$ cat src/rtl/pipeline_hazard_ctrl_pkg.sv
// Shared definitions for the pipeline hazard sequencer: FSM state encodings,
// register-index constants and a small operand-match helper.
package pipeline_hazard_ctrl_pkg;

  localparam int REG_IDX_W = 5;
  localparam logic [REG_IDX_W-1:0] X0_IDX = '0;
  localparam int PERF_W = 32;

  typedef enum logic [1:0] {
    ST_RUN        = 2'b00,
    ST_LOAD_STALL = 2'b01,
    ST_REDIRECT   = 2'b10,
    ST_MEM_WAIT   = 2'b11
  } hz_state_e;

  // True when the D instruction actually reads a source that equals rd.
  function automatic logic src_match(input logic                 use_src,
                                     input logic [REG_IDX_W-1:0] src,
                                     input logic [REG_IDX_W-1:0] rd);
    return use_src && (src == rd);
  endfunction

endpackage

$ cat src/rtl/pipeline_hazard_ctrl_perf_cnt.sv
// hazard_perf_cnt: free-running 32-bit event counters for the hazard sequencer.
// Only instantiated when HAZARD_PERF_EN is defined.
module hazard_perf_cnt
  import pipeline_hazard_ctrl_pkg::*;
(
  input  logic              clk,
  input  logic              reset,
  input  logic              stall_cyc_inc,
  input  logic              flush_inc,
  input  logic              loaduse_inc,
  output logic [PERF_W-1:0] perf_stall_cyc,
  output logic [PERF_W-1:0] perf_flush_cnt,
  output logic [PERF_W-1:0] perf_loaduse_cnt
);

  // Counters wrap naturally at 2^32.
  always_ff @(posedge clk or posedge reset) begin
    if (reset) begin
      perf_stall_cyc   <= '0;
      perf_flush_cnt   <= '0;
      perf_loaduse_cnt <= '0;
    end else begin
      if (stall_cyc_inc) perf_stall_cyc   <= perf_stall_cyc + PERF_W'(1);
      if (flush_inc)     perf_flush_cnt   <= perf_flush_cnt + PERF_W'(1);
      if (loaduse_inc)   perf_loaduse_cnt <= perf_loaduse_cnt + PERF_W'(1);
    end
  end

endmodule

$ cat src/rtl/pipeline_hazard_ctrl.sv
// Stall/flush sequencer for the 5-stage RV32I pipeline: load-use bubbles,
// branch redirect flushes and data-memory waits with a sticky timeout flag.
// Optional perf counters are built when HAZARD_PERF_EN is defined.
module pipeline_hazard_ctrl
  import pipeline_hazard_ctrl_pkg::*;
#(
  parameter int MEM_TIMEOUT = 255,
  parameter int TO_W        = 8
) (
  input  logic                 clk,
  input  logic                 reset,
  input  logic                 d_valid,
  input  logic [REG_IDX_W-1:0] d_rs1,
  input  logic [REG_IDX_W-1:0] d_rs2,
  input  logic                 d_use_rs1,
  input  logic                 d_use_rs2,
  input  logic                 e_valid,
  input  logic [REG_IDX_W-1:0] e_rd,
  input  logic                 e_is_load,
  input  logic                 branch_sig,
  input  logic                 mem_req,
  input  logic                 mem_ack,
  output logic                 stallF,
  output logic                 stallD,
  output logic                 stallE,
  output logic                 stallM,
  output logic                 flushD,
  output logic                 flushE,
  output logic                 mem_err,
  output logic [1:0]           state_o
`ifdef HAZARD_PERF_EN
  ,
  output logic [PERF_W-1:0]    perf_stall_cyc,
  output logic [PERF_W-1:0]    perf_flush_cnt,
  output logic [PERF_W-1:0]    perf_loaduse_cnt
`endif
);

  localparam logic [TO_W-1:0] TIMEOUT_VAL = TO_W'(MEM_TIMEOUT);

  hz_state_e       state_q, state_d;
  logic [TO_W-1:0] wait_cnt_q, wait_cnt_d;
  logic            mem_err_d;
  logic            memwait, loaduse_raw, loaduse_ok, loaduse;

  assign memwait     = mem_req && !mem_ack;
  assign loaduse_raw = d_valid && e_valid && e_is_load && (e_rd != X0_IDX) &&
                       (src_match(d_use_rs1, d_rs1, e_rd) ||
                        src_match(d_use_rs2, d_rs2, e_rd));
  // The cycle after a bubble or a redirect, D/E no longer hold the hazard pair.
  assign loaduse_ok  = (state_q == ST_RUN) || (state_q == ST_MEM_WAIT);
  assign loaduse     = loaduse_raw && loaduse_ok;

  // NOTE: every output and next-state term gets a default first so this block
  // can never infer a latch, whatever branch the priority chain takes.
  always_comb begin
    stallF     = 1'b0;
    stallD     = 1'b0;
    stallE     = 1'b0;
    stallM     = 1'b0;
    flushD     = 1'b0;
    flushE     = 1'b0;
    state_d    = ST_RUN;
    wait_cnt_d = '0;

    // Reset gates the strobes so they drop the instant reset rises.
    if (!reset) begin
      if (memwait) begin
        stallF = 1'b1;
        stallD = 1'b1;
        stallE = 1'b1;
        stallM = 1'b1;
      end else if (branch_sig) begin
        flushD = 1'b1;
        flushE = 1'b1;
      end else if (loaduse) begin
        stallF = 1'b1;
        stallD = 1'b1;
        flushE = 1'b1;
      end
    end

    if (memwait) begin
      state_d = ST_MEM_WAIT;
      if (state_q != ST_MEM_WAIT)       wait_cnt_d = TO_W'(1);
      else if (wait_cnt_q < TIMEOUT_VAL) wait_cnt_d = wait_cnt_q + TO_W'(1);
      else                               wait_cnt_d = wait_cnt_q;
    end else if (branch_sig &&
                 (state_q == ST_RUN || state_q == ST_LOAD_STALL)) begin
      state_d = ST_REDIRECT;
    end else if (loaduse && state_q == ST_RUN) begin
      state_d = ST_LOAD_STALL;
    end
  end

  assign mem_err_d = mem_err || (memwait && (wait_cnt_d == TIMEOUT_VAL));

  // NOTE: state is updated with non-blocking assignments so every register
  // samples the pre-edge values of the others.
  always_ff @(posedge clk or posedge reset) begin
    if (reset) begin
      state_q    <= ST_RUN;
      wait_cnt_q <= '0;
      mem_err    <= 1'b0;
    end else begin
      state_q    <= state_d;
      wait_cnt_q <= wait_cnt_d;
      mem_err    <= mem_err_d;
    end
  end

  assign state_o = state_q;

`ifdef HAZARD_PERF_EN
  hazard_perf_cnt u_perf (
    .clk              (clk),
    .reset            (reset),
    .stall_cyc_inc    (stallF),
    .flush_inc        (flushD),
    .loaduse_inc      (stallD && flushE),
    .perf_stall_cyc   (perf_stall_cyc),
    .perf_flush_cnt   (perf_flush_cnt),
    .perf_loaduse_cnt (perf_loaduse_cnt)
  );
`endif

endmodule

$ cat config.mk
export PLATFORM = sky130hd
export DESIGN_NAME = pipeline_hazard_ctrl
export DESIGN_NICKNAME = d
export VERILOG_FILES = /design/src/rtl/pipeline_hazard_ctrl_pkg.sv /design/src/rtl/pipeline_hazard_ctrl_perf_cnt.sv /design/src/rtl/pipeline_hazard_ctrl.sv
export SDC_FILE = /design/constraint.sdc
export NUM_CORES = 1
export LEC_CHECK = 0
export ABC_AREA = 1
export CAP_MARGIN = 20
export CORE_ASPECT_RATIO = 1.4
export CORE_MARGIN = 4
export CORE_UTILIZATION = 49
export CTS_BUF_LIST = sky130_fd_sc_hd__clkbuf_16
export CTS_CLUSTER_DIAMETER = 40
export CTS_CLUSTER_SIZE = 25
export DETAILED_ROUTE_END_ITERATION = 12
export GPL_TIMING_DRIVEN = 0
export PLACE_DENSITY = 0.88
export SKIP_CTS_REPAIR_TIMING = 1
export SKIP_LAST_GASP = 1
export SLEW_MARGIN = 20
export SYNTH_ARGS = -nofsm -noshare
export SYNTH_HDL_FRONTEND = slang
export SYNTH_SLANG_ARGS = --single-unit
$ cat constraint.sdc
create_clock -name clk -period 2.55 [get_ports clk]
set_input_delay 0.255 -clock clk [delete_from_list [all_inputs] [get_ports clk]]
set_output_delay 0.255 -clock clk [all_outputs]
set_load 0.01 [all_outputs]
==> out/metrics.cfg, run 1 <==
[outcome]
status = finished, final reports clean

[logic_synthesis]
syn-cell-area_mm2 = 0.00102
synth_seq_cells = 11
synthAdderAreaFrac_pct = 4.90
synth_xor_area_share_pct = 0.858
synth_top_family_by_area = simple AND/OR/NAND/NOR gates
syn_nets = 191
synth_cells = 162
synth_simple_gate_area_share_pct = 47.4
synth.area.top_cells = dfrtp_1 (27%), nand2_1 (20%), inv_1 (12%)
syn_avg_cell_area_um2 = 6.30
netlist.area_leader.share_pct = 27.0
ys_types = 21
synth.mux.area_fraction_pct = 0
synth_seq_area_share_pct = 27.0
yosysTopAreaCell = dfrtp_1
yosysWarnings = 0
synth-compound-area-share_pct = 6.25

[floorplanning]
coreArea_mm2 = 0.00197
die_h_um = 62.0
ioPinCount = 34
die_x_um = 46.6
dieArea_mm2 = 0.00289
row_count = 19
start_util_pct = 51.7

[pwr]
pwr_density_cell_mw_per_mm2 = 395
finalPower_mw = 0.589
seqPwrFrac_pct = 30.9
p_switching_mw = 0.139
p_leak_nw = 0.856
ir_worst_vdd_uv = 231
switching_share_pct = 23.5
p_comb_share_pct = 20.4
clkPwrFrac_pct = 48.7
power.internal_mw = 0.450

[cts]
htreeDepth = 1
clkTransAtPathRegs_ns = 0.04
clkLatencyLatePin_ns = 0.24
cts_tree = yes
clock_sinks = 11
ctsLongestPathBuffers = 2
cts-root-buf = clkbuf_16
cts-buffers-inserted = 3

[critical_path]
path_class = register to primary output
reg2reg_depth = 10
cp_max_fo = 3
r2r_slack_ns = 0.95
rr_endpoint = mem_err
crit_arrival_ns = 2.12
regToRegStartpoint = state_o[0]
cp.required_ns = 2.30
worstSetupStartpointType = register
endpoint_kind = primary output

[timing]
period_share_pct = 93.2
worst_slew_pin_slew_ns = 0.463
setup-tns-final_ns = 0
rsz0062_at_grt = no
slew_violations = 0
slew_headroom_pct = 69.1
clock_skew_ns = 0.00106
hold_viol_final = 0
max_freq_mhz = 421
period_needed_ns = 2.38
setup_viol = 0

[placed_design]
port_buffers = 33
dp_hpwl_um = 2280
gp_congestion = 0.822
placed_area_mm2 = 0.00138

[grt]
grt_max_degree = 13
grt_usage_pct = 21.2
antenna_found_initial = 0
grt_pass1_vias = 1221
grt_pass1_wl_um = 4440
grt_overflow = 0

[drt]
wl_per_cell_um = 13.2
via_per_inst = 5.23
vias = 1166
drc_errors = 0
drt_pass1_iterations = 4
routed_wl_um = 2940
drtIter0Drc = 30
drtAntennaViolNets = 0

[layout]
n_fill_cell = 149
final_nets = 232
stdcell_area_mm2 = 0.00149
drive_above_1_share_pct = 11.9
area_growth_pct = 46.1
diodes = 0
fin_util_pct = 75.6

[flow_run]
maxCapViolCount = 0

[min_path]
hold_class = input pin to async pin

layer usage:
metal | track usage [%] | wire [µm] | share of wire, % | vias to the layer above
met2 | 43.9 | 1710 | 58 | 38
met4 | 13.0 | 68 | 2.3 | 0
met1 | 15.7 | 959 | 33 | 547
li1 | - | - | - | 573
met3 | 6.05 | 208 | 7.1 | 8
met5 | 0 | 0 | 0 | -
worst max-delay path by stage:
stage / from / to / slack, ns / cells past startpoint
2_1_floorplan: state_o[0] / stallF / 0.72 / 10
3_3_place_gp: e_rd[3] / stallF / 0.16 / 13
3_5_place_dp: e_rd[3] / stallF / 0.11 / 13
4_1_cts: state_o[0] / stallF / -0.16 / 11
5_1_grt: state_o[0] / flushE / 0.02 / 8
6_report: state_o[1] / flushE / 0.17 / 8
Yosys cell counts (all sizes together):
| library cell | instances |
|---|---|
| nand2 | 57 |
| inv | 33 |
| nor2 | 25 |
| nand3 | 14 |
| dfrtp | 11 |
| a31oi | 4 |
| ha | 4 |
| o21ai | 4 |
| a21oi | 3 |
| nand4 | 3 |
| buf | 2 |
| nor3b | 1 |
| xnor2 | 1 |
metrics by stage:
step	cells	hold WS, ns	setup WS, ns
detailed placement	216	0.487	0.106
global route	223	0.464	0.0214
CTS	220	0.394	-0.161
finish	223	0.405	0.173
global placement	216	0.447	0.156
floorplan	162	0.116	0.722
power groups by stage:
stage / logic, mW / clock network [mW] / registers, mW
after floorplan: 0.0478 / 0 / 0.185
after global routing: 0.132 / 0.289 / 0.182
after detailed placement: 0.114 / 0 / 0.185
final: 0.120 / 0.287 / 0.182
after CTS: 0.114 / 0.287 / 0.183
after global placement: 0.109 / 0 / 0.185
worst max-delay path: stages, from the launching register on:
cell             delay [ns]
dfrtp_1                0.37
inv_1                  0.08
ha_1                   0.30
nor3b_2                0.19
o21ai_0                0.11
inv_1                  0.08
nand2_1                0.07
a21oi_1                0.12
clkdlybuf4s50_1        0.55
layout make-up:
| cell class | instances | area, µm² | area share, % |
|---|---|---|---|
| buffer | 2 | 15.0 | 1.01 |
| clock buffer | 3 | 75.1 | 5.03 |
| clock inverter | 1 | 3.75 | 0.252 |
| inverter | 33 | 124 | 8.31 |
| multi-input combinational | 116 | 614 | 41.2 |
| sequential | 11 | 275 | 18.5 |
| tap | 21 | 26.3 | 1.76 |
| timing repair buffer | 36 | 358 | 24.0 |
cells in the final DEF, fill, tap and decap left out, drive strengths merged, types with 4 or more instances in the layout:
cell type	count
nand2	57
inv	34
clkdlybuf4s50	31
nor2	25
nand3	14
dfrtp	11
buf	5
o21ai	4
a31oi	4
ha	4
cell families (layout without fill, tap and decap cells):
kind of cell / count (synthesis) / in the layout
simple gates: 100 / 100
buf+inv: 35 / 75
compound gates: 11 / 11
flops: 11 / 11
fa+ha+maj: 4 / 4
xor+xnor: 1 / 1
sequential cells by signal, summed over array words and instances (netlist names):
signal      flops
wait_cnt_q      8
mem_err         1
state_o         2
Note: power is estimated with default switching activity, not from simulation.
==> inputs of run 2 (changes only) <==
- SETUP_SLACK_MARGIN: not set -> 0.5
==> run 2 against run 1 <==
Design area up 2.2%; maximum frequency increased by 15%; cell count rose by 1.3%.
==> out/metrics.cfg, run 2 (same netlist as run 1, synthesis figures left out) <==
[outcome]
status = finished, final reports clean

[layout]
n_fill_cell = 141  ; -5.4%
area_growth_pct = 49.3
diodes = 0  ; unchanged
final_nets = 235  ; +1.3%
largest_reg_flops = 8  ; unchanged
mostFrequentLayoutCell = nand2_1
fin_cells = 226  ; +1.3%
largest-register = wait_cnt_q
layout_common_cells = nand2_1 (53), inv_1 (30), clkdlybuf4s50_1 (29), nor2_1 (15), nand3_1 (13)
drive_above_1_share_pct = 18.0  ; +6.2 points

[flow_run]
maxCapViolCount = 0  ; unchanged

[cts]
cts_tree = yes
clkLatencyLatePin_ns = 0.24  ; about the same
htreeDepth = 1  ; unchanged
cts-root-buf = clkbuf_16
clkTransAtPathRegs_ns = 0.04  ; about the same
ctsLongestPathBuffers = 2  ; unchanged
cts-buffers-inserted = 3  ; unchanged
clock_sinks = 11  ; unchanged

[timing]
clock_skew_ns = 0.00116  ; +0.000101 ns
worst_slew_pin_slew_ns = 0.238  ; -0.225 ns
period_needed_ns = 2.07  ; -0.307 ns
rsz0062_at_grt = yes
max_freq_mhz = 483  ; +15%
period_share_pct = 81.2  ; -12 points
slew_headroom_pct = 83.9  ; +15 points
slew_violations = 0  ; unchanged
setup_viol = 0  ; unchanged
hold_viol_final = 0  ; unchanged
hold_ws_ns = 0.463  ; +0.0587 ns

[placed_design]
port_buffers = 33  ; unchanged
dp_hpwl_um = 2280  ; unchanged
gp_congestion = 0.822  ; unchanged
post-place-cells = 216  ; unchanged

[critical_path]
worstSetupStartpointType = register
endpoint_kind = primary output
path_class = register to primary output
critPathCapture = stallF
r2r_slack_ns = 0.90  ; -0.05 ns
regToRegStartpoint = wait_cnt_q[0]
cp.required_ns = 2.30  ; about the same
cp_max_fo = 3  ; unchanged
rr_endpoint = mem_err
reg2reg_depth = 10  ; unchanged
crit_arrival_ns = 1.82  ; -0.30 ns
critPathLaunch = state_o[1]

[pwr]
ir_worst_vdd_uv = 236  ; +2.0%
pwr_density_cell_mw_per_mm2 = 392  ; -0.70%
p_leak_nw = 0.845  ; -1.3%

[grt]
grt_max_degree = 13  ; unchanged
grt_overflow = 0  ; unchanged
grt_pass1_vias = 1221  ; unchanged
grt_usage_pct = 21.2  ; unchanged
grt_pass1_wl_um = 4440  ; unchanged
antenna_found_initial = 0  ; unchanged

[floorplanning]
start_util_pct = 51.7  ; unchanged
dieArea_mm2 = 0.00289  ; unchanged
row_count = 19  ; unchanged
die_h_um = 62.0  ; unchanged
ioPinCount = 34  ; unchanged
die_x_um = 46.6  ; unchanged
coreArea_mm2 = 0.00197  ; unchanged

[drt]
drtAntennaViolNets = 0  ; unchanged
via_per_inst = 5.27  ; +0.70%
drtIter0Drc = 36  ; +20%
drc_errors = 0  ; unchanged
wl_per_cell_um = 13.3  ; +0.38%
vias = 1190  ; +2.1%
drt_pass1_iterations = 4  ; unchanged
routed_wl_um = 3000  ; +1.7%

[min_path]
hold_class = input pin to async pin

## run 2: per-layer routing
metal / part of all wire (%) / GRT usage, %
met5: 0 / 0
met4: 2.4 / 13.0
met3: 7.5 / 6.05
met2: 57 / 43.9
met1: 33 / 15.7
## run 2: worst max-delay path: stages, from the launching register on
cell      delay [ns]
dfrtp_1         0.40
inv_2           0.09
ha_4            0.20
nor3b_2         0.16
o21ai_1         0.09
inv_1           0.08
nand2_2         0.05
nand2_1         0.05
nand2_1         0.07
nor2_2          0.12
buf_4           0.12
clkbuf_2        0.13
## run 2: how the worst min path moves through the flow
stage                             to  slack [ns]  startpoint  cells after the start
after global routing      state_o[1]        0.50       reset                      3
final                     state_o[1]        0.46       reset                      3
after global placement       mem_err        0.45     mem_err                      2
after floorplan              mem_err        0.12       reset                      1
after detailed placement     mem_err        0.49     mem_err                      2
after CTS                    mem_err        0.39       reset                      2
## run 2: layout make-up
class | instances | area (µm²) | area share, %
sequential | 11 | 275 | 18.1
timing repair buffer | 39 | 363 | 23.8
clock inverter | 1 | 3.75 | 0.246
tap | 21 | 26.3 | 1.72
multi-input combinational | 116 | 636 | 41.7
buffer | 2 | 15.0 | 0.985
clock buffer | 3 | 75.1 | 4.93
inverter | 33 | 130 | 8.54
## run 2: report_power, final
group          internal [mW]  switching, mW
Combinational         0.0696         0.0586
Clock                  0.206         0.0806
Sequential             0.179        0.00420
## run 2: stage by stage
step	setup TNS (ns)	setup slack, ns	utilization, %	instance area (µm²)	total power [mW]
finish	0	0.480	77.2	1520	0.598
global route	0	0.383	77.2	1520	0.613
CTS	-0.214	-0.161	73.8	1460	0.584
detailed placement	0	0.106	69.8	1380	0.299
global placement	0	0.156	69.8	1380	0.294
floorplan	0	0.722	-	1020	0.233
==> inputs of run 3 (changes only) <==
- CORE_UTILIZATION: 49 -> 41
- PLACE_DENSITY: 0.88 -> 0.79
- clock period: 2.55 -> 1.8 ns (I/O delays scaled with it)
==> run 3 against run 2 <==
The flow now finishes with violations (negative setup slack); global-route usage decreased by 4.4 points; power increased by 45%; sequential cell count unchanged; via count decreased by 1.4%; sequential power increased by 42%; non-clock buffer count increased by 6; cell count increased by 8.4%; critical path depth unchanged; core utilization decreased by 9.1 points; clock-buffer cell count unchanged; routed wire length decreased by 5.4%; critical path type unchanged; largest cell class unchanged.
==> out/metrics.cfg, run 3 (same netlist as run 1, synthesis figures left out) <==
[timing]
setup_viol = 2  ; +2
slew_violations = 0  ; unchanged
worst_slack_ns = -0.118  ; -0.598 ns
slew_headroom_pct = 80.4  ; -3.5 points
max_freq_mhz = 521
hold_viol_final = 0  ; unchanged
worst_slew_pin_slew_ns = 0.290  ; +0.0521 ns
period_share_pct = 107
rsz0062_at_grt = yes
clock_skew_ns = 0.00373  ; +0.00257 ns
period_needed_ns = 1.92
setup-tns-final_ns = -0.174  ; -0.174 ns

[grt]
antenna_found_initial = 0  ; unchanged
grt_pass1_wl_um = 4250  ; -4.2%
grt_max_degree = 13  ; unchanged
grt_usage_pct = 16.8  ; -4.4 points
grt_overflow = 0  ; unchanged
grt_pass1_vias = 1115  ; -8.7%

[pwr]
p_leak_nw = 0.979  ; +16%
pwr_density_cell_mw_per_mm2 = 532  ; +36%
ir_worst_vdd_uv = 296  ; +25%

[layout]
n_fill_cell = 190  ; +35%
drive_above_1_share_pct = 23.2  ; +5.2 points
mostFrequentLayoutCell = nand2_1
largest_reg_flops = 8  ; unchanged
final_nets = 241  ; +2.6%
seq_area_um2 = 278  ; +0.91%
multi_input_area_um2 = 652  ; +2.6%
area_growth_pct = 59.7
largest-register = wait_cnt_q
diodes = 0  ; unchanged
layout_common_cells = nand2_1 (53), inv_1 (28), clkdlybuf4s50_1 (19), nor2_1 (14), buf_4 (14)
fin_util_pct = 68.2  ; -9.1 points

[floorplanning]
ioPinCount = 34  ; unchanged
row_count = 21  ; +2
die_x_um = 50.2  ; +7.7%
die_h_um = 67.0  ; +8.1%
start_util_pct = 42.7  ; -9.0 points
dieArea_mm2 = 0.00336  ; +16%
coreArea_mm2 = 0.00239  ; +21%

[critical_path]
cp_max_fo = 3  ; unchanged
critPathLaunch = state_o[1]
cp_slowest_cell = dfrtp_1
r2r_slack_ns = 0.19  ; -0.71 ns
worstSetupStartpointType = register
crit_top_cell = nand2_1
reg2reg_depth = 10  ; unchanged
cp.required_ns = 1.62  ; -0.68 ns
endpoint_kind = primary output
critPathCapture = stallF
path_class = register to primary output
crit_chain = inv_2, ha_4, nor3b_2, o21ai_1, inv_1, nand2_1, nand2_1, nand2_2, nor2_2, buf_4, buf_6
rr_endpoint = mem_err
critPathMaxStageDelay_ns = 0.41  ; about the same
crit_arrival_ns = 1.74  ; -0.08 ns
regToRegStartpoint = state_o[0]

[drt]
vias = 1173  ; -1.4%
via_per_inst = 4.79  ; -9.1%
drc_errors = 0  ; unchanged
drt_pass1_iterations = 4  ; unchanged
drtIter0Drc = 30  ; -17%
wl_per_cell_um = 11.6  ; -13%
drtAntennaViolNets = 0  ; unchanged
routed_wl_um = 2830  ; -5.4%

[placed_design]
gp_congestion = 0.783  ; -4.7%
dp_hpwl_um = 2130  ; -6.7%
port_buffers = 33  ; unchanged

[cts]
clock_sinks = 11  ; unchanged
cts-buffers-inserted = 3  ; unchanged
clkTransAtPathRegs_ns = 0.04  ; about the same
htreeDepth = 1  ; unchanged
ctsLongestPathBuffers = 2  ; unchanged
cts-root-buf = clkbuf_16
clkLatencyLatePin_ns = 0.25  ; about the same
cts_tree = yes

[outcome]
status = finished, violations left
violations = negative setup slack

[flow_run]
maxCapViolCount = 0  ; unchanged

[min_path]
hold_class = input pin to async pin

==> run 3: cell count changes in the layout (fill, tap and decap cells not counted), moves of 2 or more <==
| cell | previous run | this run |
|---|---|---|
| clkdlybuf4s50_1 | 29 | 19 |
| dlymetal6s2s_1 | 1 | 10 |
| buf_4 | 8 | 14 |
| dfrtp_1 | 11 | 9 |
| dfrtp_2 | 0 | 2 |
| inv_1 | 30 | 28 |
| inv_2 | 2 | 4 |
==> run 3: cell type report <==
| type | instances | share of cell area, % |
|---|---|---|
| buffer | 2 | 0.921 |
| clock buffer | 3 | 4.60 |
| clock inverter | 1 | 0.230 |
| inverter | 33 | 8.14 |
| multi-input combinational | 116 | 40.0 |
| sequential | 11 | 17.0 |
| tap | 34 | 2.61 |
| timing repair buffer | 45 | 26.5 |
==> run 3: worst min-delay path by stage <==
| stage | slack [ns] | from | end | cells past startpoint |
|---|---|---|---|---|
| final | 0.02 | reset | mem_err | 3 |
| after global routing | 0.04 | reset | mem_err | 3 |
| after CTS | 0.34 | reset | wait_cnt_q[5] | 2 |
| after detailed placement | 0.46 | mem_err | mem_err | 2 |
| after global placement | 0.46 | mem_err | mem_err | 2 |
| after floorplan | 0.04 | reset | mem_err | 1 |
==> run 3: per-stage QoR <==
stage,setup slack [ns],power [mW],instance area [µm²],hold WS (ns),std cells
after global placement,-0.524,0.419,1410,0.457,229
after global routing,-0.240,0.902,1630,0.0426,245
after detailed placement,-0.530,0.424,1410,0.462,229
final,-0.118,0.867,1630,0.0181,245
after CTS,-0.641,0.837,1490,0.342,233
after floorplan,0.122,0.332,1040,0.0406,162
==> run 3: where the power goes <==
part / total [mW] / internal [mW] / switching, mW
logic: 0.194 / 0.108 / 0.0867
clock network: 0.413 / 0.293 / 0.121
registers: 0.260 / 0.253 / 0.00644
total: 0.867 / 0.654 / 0.214
==> run 3: per-layer routing <==
| metal | vias up | track usage, % | routed length, µm |
|---|---|---|---|
| met2 | 44 | 32.7 | 1550 |
| met1 | 527 | 15.0 | 1020 |
| met4 | 0 | 12.5 | 110 |
| li1 | 593 | - | - |
| met5 | - | 0 | 0 |
| met3 | 9 | 2.91 | 160 |
==> run 3: critical path: cells and delay by family (launching register included) <==
kind            cells  cell delay, ns
compound gates      1            0.09
fa+ha+maj           1            0.20
buf+inv             4            0.37
flops               1            0.41
simple gates        5            0.43
==> RTL edit 1: new RTL, flow settings as in run 2 <==
The parameter `MEM_TIMEOUT` goes from 255 to 191.
--- a/src/rtl/pipeline_hazard_ctrl.sv
+++ b/src/rtl/pipeline_hazard_ctrl.sv
@@ -4,7 +4,7 @@
 module pipeline_hazard_ctrl
   import pipeline_hazard_ctrl_pkg::*;
 #(
-  parameter int MEM_TIMEOUT = 255,
+  parameter int MEM_TIMEOUT = 191,
   parameter int TO_W        = 8
 ) (
   input  logic                 clk,
Function: same outputs for any inputs over 10 cycles, from zero or initial values and one cycle with reset high; that may be too few to reach the edited logic, so the function may still have changed.
==> RTL edit 1 against run 2 <==
Sequential cell count is the same. Routed wire length is 12% lower. Synthesized area shrank 5.8%. Power fell by 3.4%. Non-clock buffer count decreased by 2. Cell area shrank 5.6%. Setup slack worse by 0.030 ns. Sequential share of layout area grew 1.1 points. Die area down 4.9%. Critical path depth unchanged. Via count shrank 8.6%. Combinational power is 14% lower. Register-to-register slack worse by 0.07 ns. Core utilization is 1.6 points higher.
==> RTL edit 1: results (changes against run 2) <==
* Final GP Congestion at 0.8479 (+3.2%)
* Most frequent cells after synthesis: 32 x inv_1, 27 x nand2_1, 18 x nand3_1
* I/O Buffers at 33 (unchanged)
* CTS clk-pin slew, worst paths at 0.04 ns (about the same)
* Global routing usage on met3 at 1.780% (-4.3 points)
* Class of the worst hold path: input port to asynchronous set/reset pin
* Tightest Pin Transition at 0.2342 ns (-0.003997 ns)
* Outcome: completed
* Gr usage total at 20.62% (-0.62 points)
* Number of flip-flops in the largest register at 8 (unchanged)
* Asr flop ratio synth at 100.0% (unchanged)
* Pre-antenna DRT Iters at 4 (unchanged)
* Flop2flop setup slack at 0.83 ns (-0.07 ns)
* CP Max Fanout at 4 (+1)
* Setup violators final at 0 (unchanged)
* Yosys warnings at 0 (unchanged)
* Clock latency on the worst-skew pair at 0.24 ns (about the same)
* Lkg Pwr at 0.8439 nW (-0.15%)
* HPWL Detailed at 1948 um (-14%)
* GRT met1 Usage at 18.11% (+2.4 points)
* XOR/XNOR Fraction of Synth Area at 4.551% (+3.7 points)
* H-tree levels at 1 (unchanged)
* Clock root cell: clkbuf_16
* Compound-Gate Fraction of Synth Area at 5.852% (-0.40 points)
* Synth unique cells at 20 (-4.8%)
* Pin count of the biggest net entering global routing at 13 (unchanged)
* Mux cell area share after synthesis at 0% (unchanged)
* Post-synth top area share at 28.61% (+1.6 points)
* Register area share after synthesis at 28.61% (+1.6 points)
* Critical Path Max Stage Delay at 0.40 ns (about the same)
* Cts bufs inserted at 3 (unchanged)
* Peak VDD IR at 288.0 uV (+22%)
* Syn nets at 173 (-9.4%)
* ANT cells at 0 (unchanged)
* Cell family with most CP delay: simple AND/OR/NAND/NOR gates
* Via count at 1088 (-8.6%)
* Fillers at 147 (+4.3%)
* Nets at 214 (-8.9%)
* Largest Register: wait_cnt_q
* Wirelength per Cell at 12.89 um (-2.8%)
* Initial antenna violation count at 0 (unchanged)
* Clk buf depth at 2 (unchanged)
* Worst path slowest cell: dfrtp_1
* Adder-Cell Fraction of Synth Area at 5.202% (+0.30 points)
* Crit path DAT at 1.85 ns (+0.03 ns)
* Initial DRC count at 24 (-33%)
* Synth top area cells: dfrtp_1 29%, inv_1 12%, nand2_1 11%
* Fin Clk Skew at 0.002593 ns (+0.001436 ns)
* Share of cells above drive strength 1 at 14.67% (-3.4 points)
* First-pass GRT wire length at 4229 um (-4.7%)
* GR Layer Usage met2 at 44.11% (+0.21 points)
==> RTL edit 1: power by group <==
part | internal [W] | switching, W
Sequential | 0.000179 | 0.00000380
Combinational | 0.0000637 | 0.0000468
Clock | 0.000207 | 0.0000771
==> RTL edit 1: kinds of logic (layout without fill, tap and decap cells) <==
kind of cell | Yosys count | in the layout
buffers and inverters | 35 | 75
AO/OA/AOI/OAI | 11 | 11
AND/OR/NAND/NOR | 78 | 78
XOR/XNOR | 5 | 5
adder cells (fa/ha/maj) | 4 | 4
flip-flops | 11 | 11
==> RTL edit 1: stage by stage <==
| step | instances | util, % | hold slack (ns) | area (um^2) | setup WS [ns] |
|---|---|---|---|---|---|
| floorplan | 144 | - | 0.1156 | 962.2 | 0.7985 |
| global placement | 197 | 72.22 | 0.4473 | 1318 | 0.1605 |
| detailed placement | 197 | 72.22 | 0.4635 | 1318 | 0.1467 |
| CTS | 201 | 76.61 | 0.3983 | 1398 | 0.08482 |
| global route | 204 | 78.88 | 0.4769 | 1439 | 0.3378 |
| finish | 204 | 78.88 | 0.4408 | 1439 | 0.4495 |
==> RTL edit 1: tightest hold or removal path: stages <==
cell and delay, ns:
clkdlybuf4s50_1 0.50, clkinvlp_4 0.13, buf_4 0.10
==> RTL edit 1: path summary, 6_finish.rpt <==
path	startpoint	end	cells past startpoint
setup / recovery	state_o[0]$_DFF_PP0_	stallF	11
hold / removal	reset	wait_cnt_q[2]$_DFF_PP0_	3
setup reg to reg	wait_cnt_q[0]$_DFF_PP0_	mem_err$_DFF_PP0_	11
hold reg to reg	mem_err$_DFF_PP0_	mem_err$_DFF_PP0_	2
max in group asynchronous	reset	wait_cnt_q[4]$_DFF_PP0_	3
min in group clk	mem_err$_DFF_PP0_	mem_err$_DFF_PP0_	2
==> RTL edit 1: cell type report <==
cell class | count | share of cell area (%)
buffer | 3 | 1.565
tap | 20 | 1.739
sequential | 11 | 19.13
multi-input combinational | 98 | 38.52
clock buffer | 3 | 5.217
clock inverter | 1 | 0.3478
timing repair buffer | 36 | 24.87
inverter | 32 | 8.609
==> RTL edit 1: per-layer routing <==
| metal | share of wire (%) | up-vias |
|---|---|---|
| met2 | 59 | 53 |
| met3 | 5.7 | 11 |
| li1 | - | 533 |
| met1 | 33 | 491 |
| met5 | 0 | - |
| met4 | 2.4 | 0 |
==> RTL edit 2: new RTL, settings of run 2 <==
Made on the original files. Reset style: synchronous (`reset`), changed in one clocked block.
--- a/src/rtl/pipeline_hazard_ctrl.sv
+++ b/src/rtl/pipeline_hazard_ctrl.sv
@@ -97,7 +97,7 @@
 
   // NOTE: state is updated with non-blocking assignments so every register
   // samples the pre-edge values of the others.
-  always_ff @(posedge clk or posedge reset) begin
+  always_ff @(posedge clk) begin
     if (reset) begin
       state_q    <= ST_RUN;
       wait_cnt_q <= '0;
Behaviour: differs if reset is asserted again (counterexample within 4 cycles, from zero or initial values and one cycle with reset high); with reset held inactive, the same outputs for 10 cycles.
==> RTL edit 2 against run 2 <==
Power down 7.1%. Synthesized area down 12%. Routed wire length down 21%. Setup slack improved by 0.053 ns. Register-to-register slack gained 0.12 ns. Cell area decreased by 13%. Sequential cell count unchanged.
==> RTL edit 2: results (changes against run 2) <==
* Initial antenna violation count at 0 (unchanged)
* CP Max Fanout at 4 (+1)
* Clock root cell: clkbuf_16
* Max-slew headroom at 68.39% (-16 points)
* Largest Register: wait_cnt_q
* Synth unique cells at 23 (+9.5%)
* Outcome: completed
* Mux cell area share after synthesis at 0% (unchanged)
* Peak VDD IR at 275.2 uV (+17%)
* Final GP Congestion at 0.8737 (+6.3%)
* Cts bufs inserted at 3 (unchanged)
* Via count at 1024 (-14%)
* Most frequent cells after synthesis: 33 x nand2_1, 28 x inv_1, 25 x nor2_1
* Lkg Pwr at 0.6770 nW (-20%)
* Register area share after synthesis at 24.51% (-2.4 points)
* H-tree levels at 1 (unchanged)
* Placed cells at 201 (-6.9%)
* Global routing usage on met3 at 4.587% (-1.5 points)
* I/O Buffers at 32 (-3.0%)
* Fin cells at 205 (-9.3%)
* Vias in the first global route at 1072 (-12%)
* Clock latency on the worst-skew pair at 0.24 ns (about the same)
* Pre-antenna DRT Iters at 5 (+1)
* CTS clk-pin slew, worst paths at 0.04 ns (about the same)
* Fin Clk Skew at 0.00009087 ns (-0.001067 ns)
* Syn nets at 178 (-6.8%)
* Nets at 215 (-8.5%)
* Synth top area cells: dfxtp_1 25%, nand2_1 14%, inv_1 12%
* Compound-Gate Fraction of Synth Area at 10.31% (+4.1 points)
* Class of the worst hold path: input port to flip-flop
* Cell count after synthesis at 149 (-8.0%)
* GRT met1 Usage at 16.89% (+1.2 points)
* Asr flop ratio synth at 0% (-100 points)
* GR Layer Usage met2 at 41.67% (-2.2 points)
* XOR/XNOR Fraction of Synth Area at 3.900% (+3.0 points)
* Clk buf depth at 2 (unchanged)
* Ys flop type: dfxtp_1
* Number of flip-flops in the largest register at 8 (unchanged)
* First-pass GRT wire length at 4002 um (-9.8%)
* Crit path DAT at 1.76 ns (-0.06 ns)
* Gr usage total at 20.22% (-1.0 points)
* Wirelength per Cell at 11.60 um (-12%)
* Adder-Cell Fraction of Synth Area at 5.571% (+0.67 points)
* Pin count of the biggest net entering global routing at 10 (-3)
* Initial DRC count at 8 (-78%)
* Fillers at 141 (unchanged)
* Hold Vio Cnt, Final at 0 (unchanged)
* Share of cells above drive strength 1 at 10.81% (-7.2 points)
* HPWL Detailed at 1983 um (-13%)
-- RTL edit 2: per-layer routing --
metal / up-vias / routed length [um]
met5: - / 0
met4: 0 / 31
met3: 4 / 143
met2: 34 / 1346
met1: 459 / 857
li1: 527 / -
-- RTL edit 2: power by group --
group          switching, W  total (W)  internal, W  leakage, nW
Combinational     0.0000415  0.0000977    0.0000563        0.545
Clock             0.0000743   0.000280     0.000206       0.0423
Sequential       0.00000232   0.000178     0.000176       0.0898
Total              0.000118   0.000556     0.000437        0.677
-- RTL edit 2: layout make-up --
| type | count | area, um^2 | area share [%] |
|---|---|---|---|
| multi-input cells | 107 | 561.8 | 42.16 |
| repair buffers | 32 | 320.3 | 24.04 |
| flip-flops and latches | 11 | 222.7 | 16.71 |
| inverters | 28 | 105.1 | 7.887 |
| clock buffers | 3 | 75.07 | 5.634 |
| well taps | 20 | 25.02 | 1.878 |
| plain buffers | 3 | 18.77 | 1.408 |
| clock inverters | 1 | 3.754 | 0.2817 |
-- RTL edit 2: logic make-up (layout without fill, tap and decap cells) --
kind of cell    Yosys count  count (layout)
xor+xnor                  4               4
compound gates           15              15
simple gates             84              84
flops                    11              11
buf+inv                  31              67
fa+ha+maj                 4               4
-- RTL edit 2: final timing paths --
| path | cells past startpoint | startpoint | slack [ns] | end |
|---|---|---|---|---|
| worst max register to register | 10 | wait_cnt_q[0]$_SDFF_PP0_ | 1.02 | mem_err$_SDFF_PP0_ |
| worst min register to register | 2 | mem_err$_SDFF_PP0_ | 0.47 | mem_err$_SDFF_PP0_ |
| worst min-delay path | 2 | reset | 0.42 | wait_cnt_q[2]$_SDFF_PP0_ |
| worst max-delay path | 9 | state_o[0]$_SDFF_PP0_ | 0.53 | stallF |
-- RTL edit 2: metrics by stage --
step	worst slack, ns	power, W	utilization [%]	hold slack (ns)	area, um^2
2_1_floorplan	0.9035	0.0002183	-	0.4129	898.4
3_3_place_gp	0.2275	0.0002740	70.80	0.4532	1244
3_5_place_dp	0.1956	0.0002780	70.80	0.4646	1244
4_1_cts	0.1088	0.0005559	75.28	0.3892	1323
5_1_grt	0.4325	0.0005713	75.85	0.4812	1333
6_report	0.5328	0.0005556	75.85	0.4201	1333
-- RTL edit 2: worst max-delay path, stage by stage, from the launching register on --
cell            delay (ns)
dfxtp_2               0.35
inv_1                 0.07
ha_1                  0.30
nor3b_1               0.18
o21ai_0               0.10
inv_1                 0.10
nand3_1               0.10
nand2_1               0.09
buf_4                 0.10
dlymetal6s2s_1        0.15
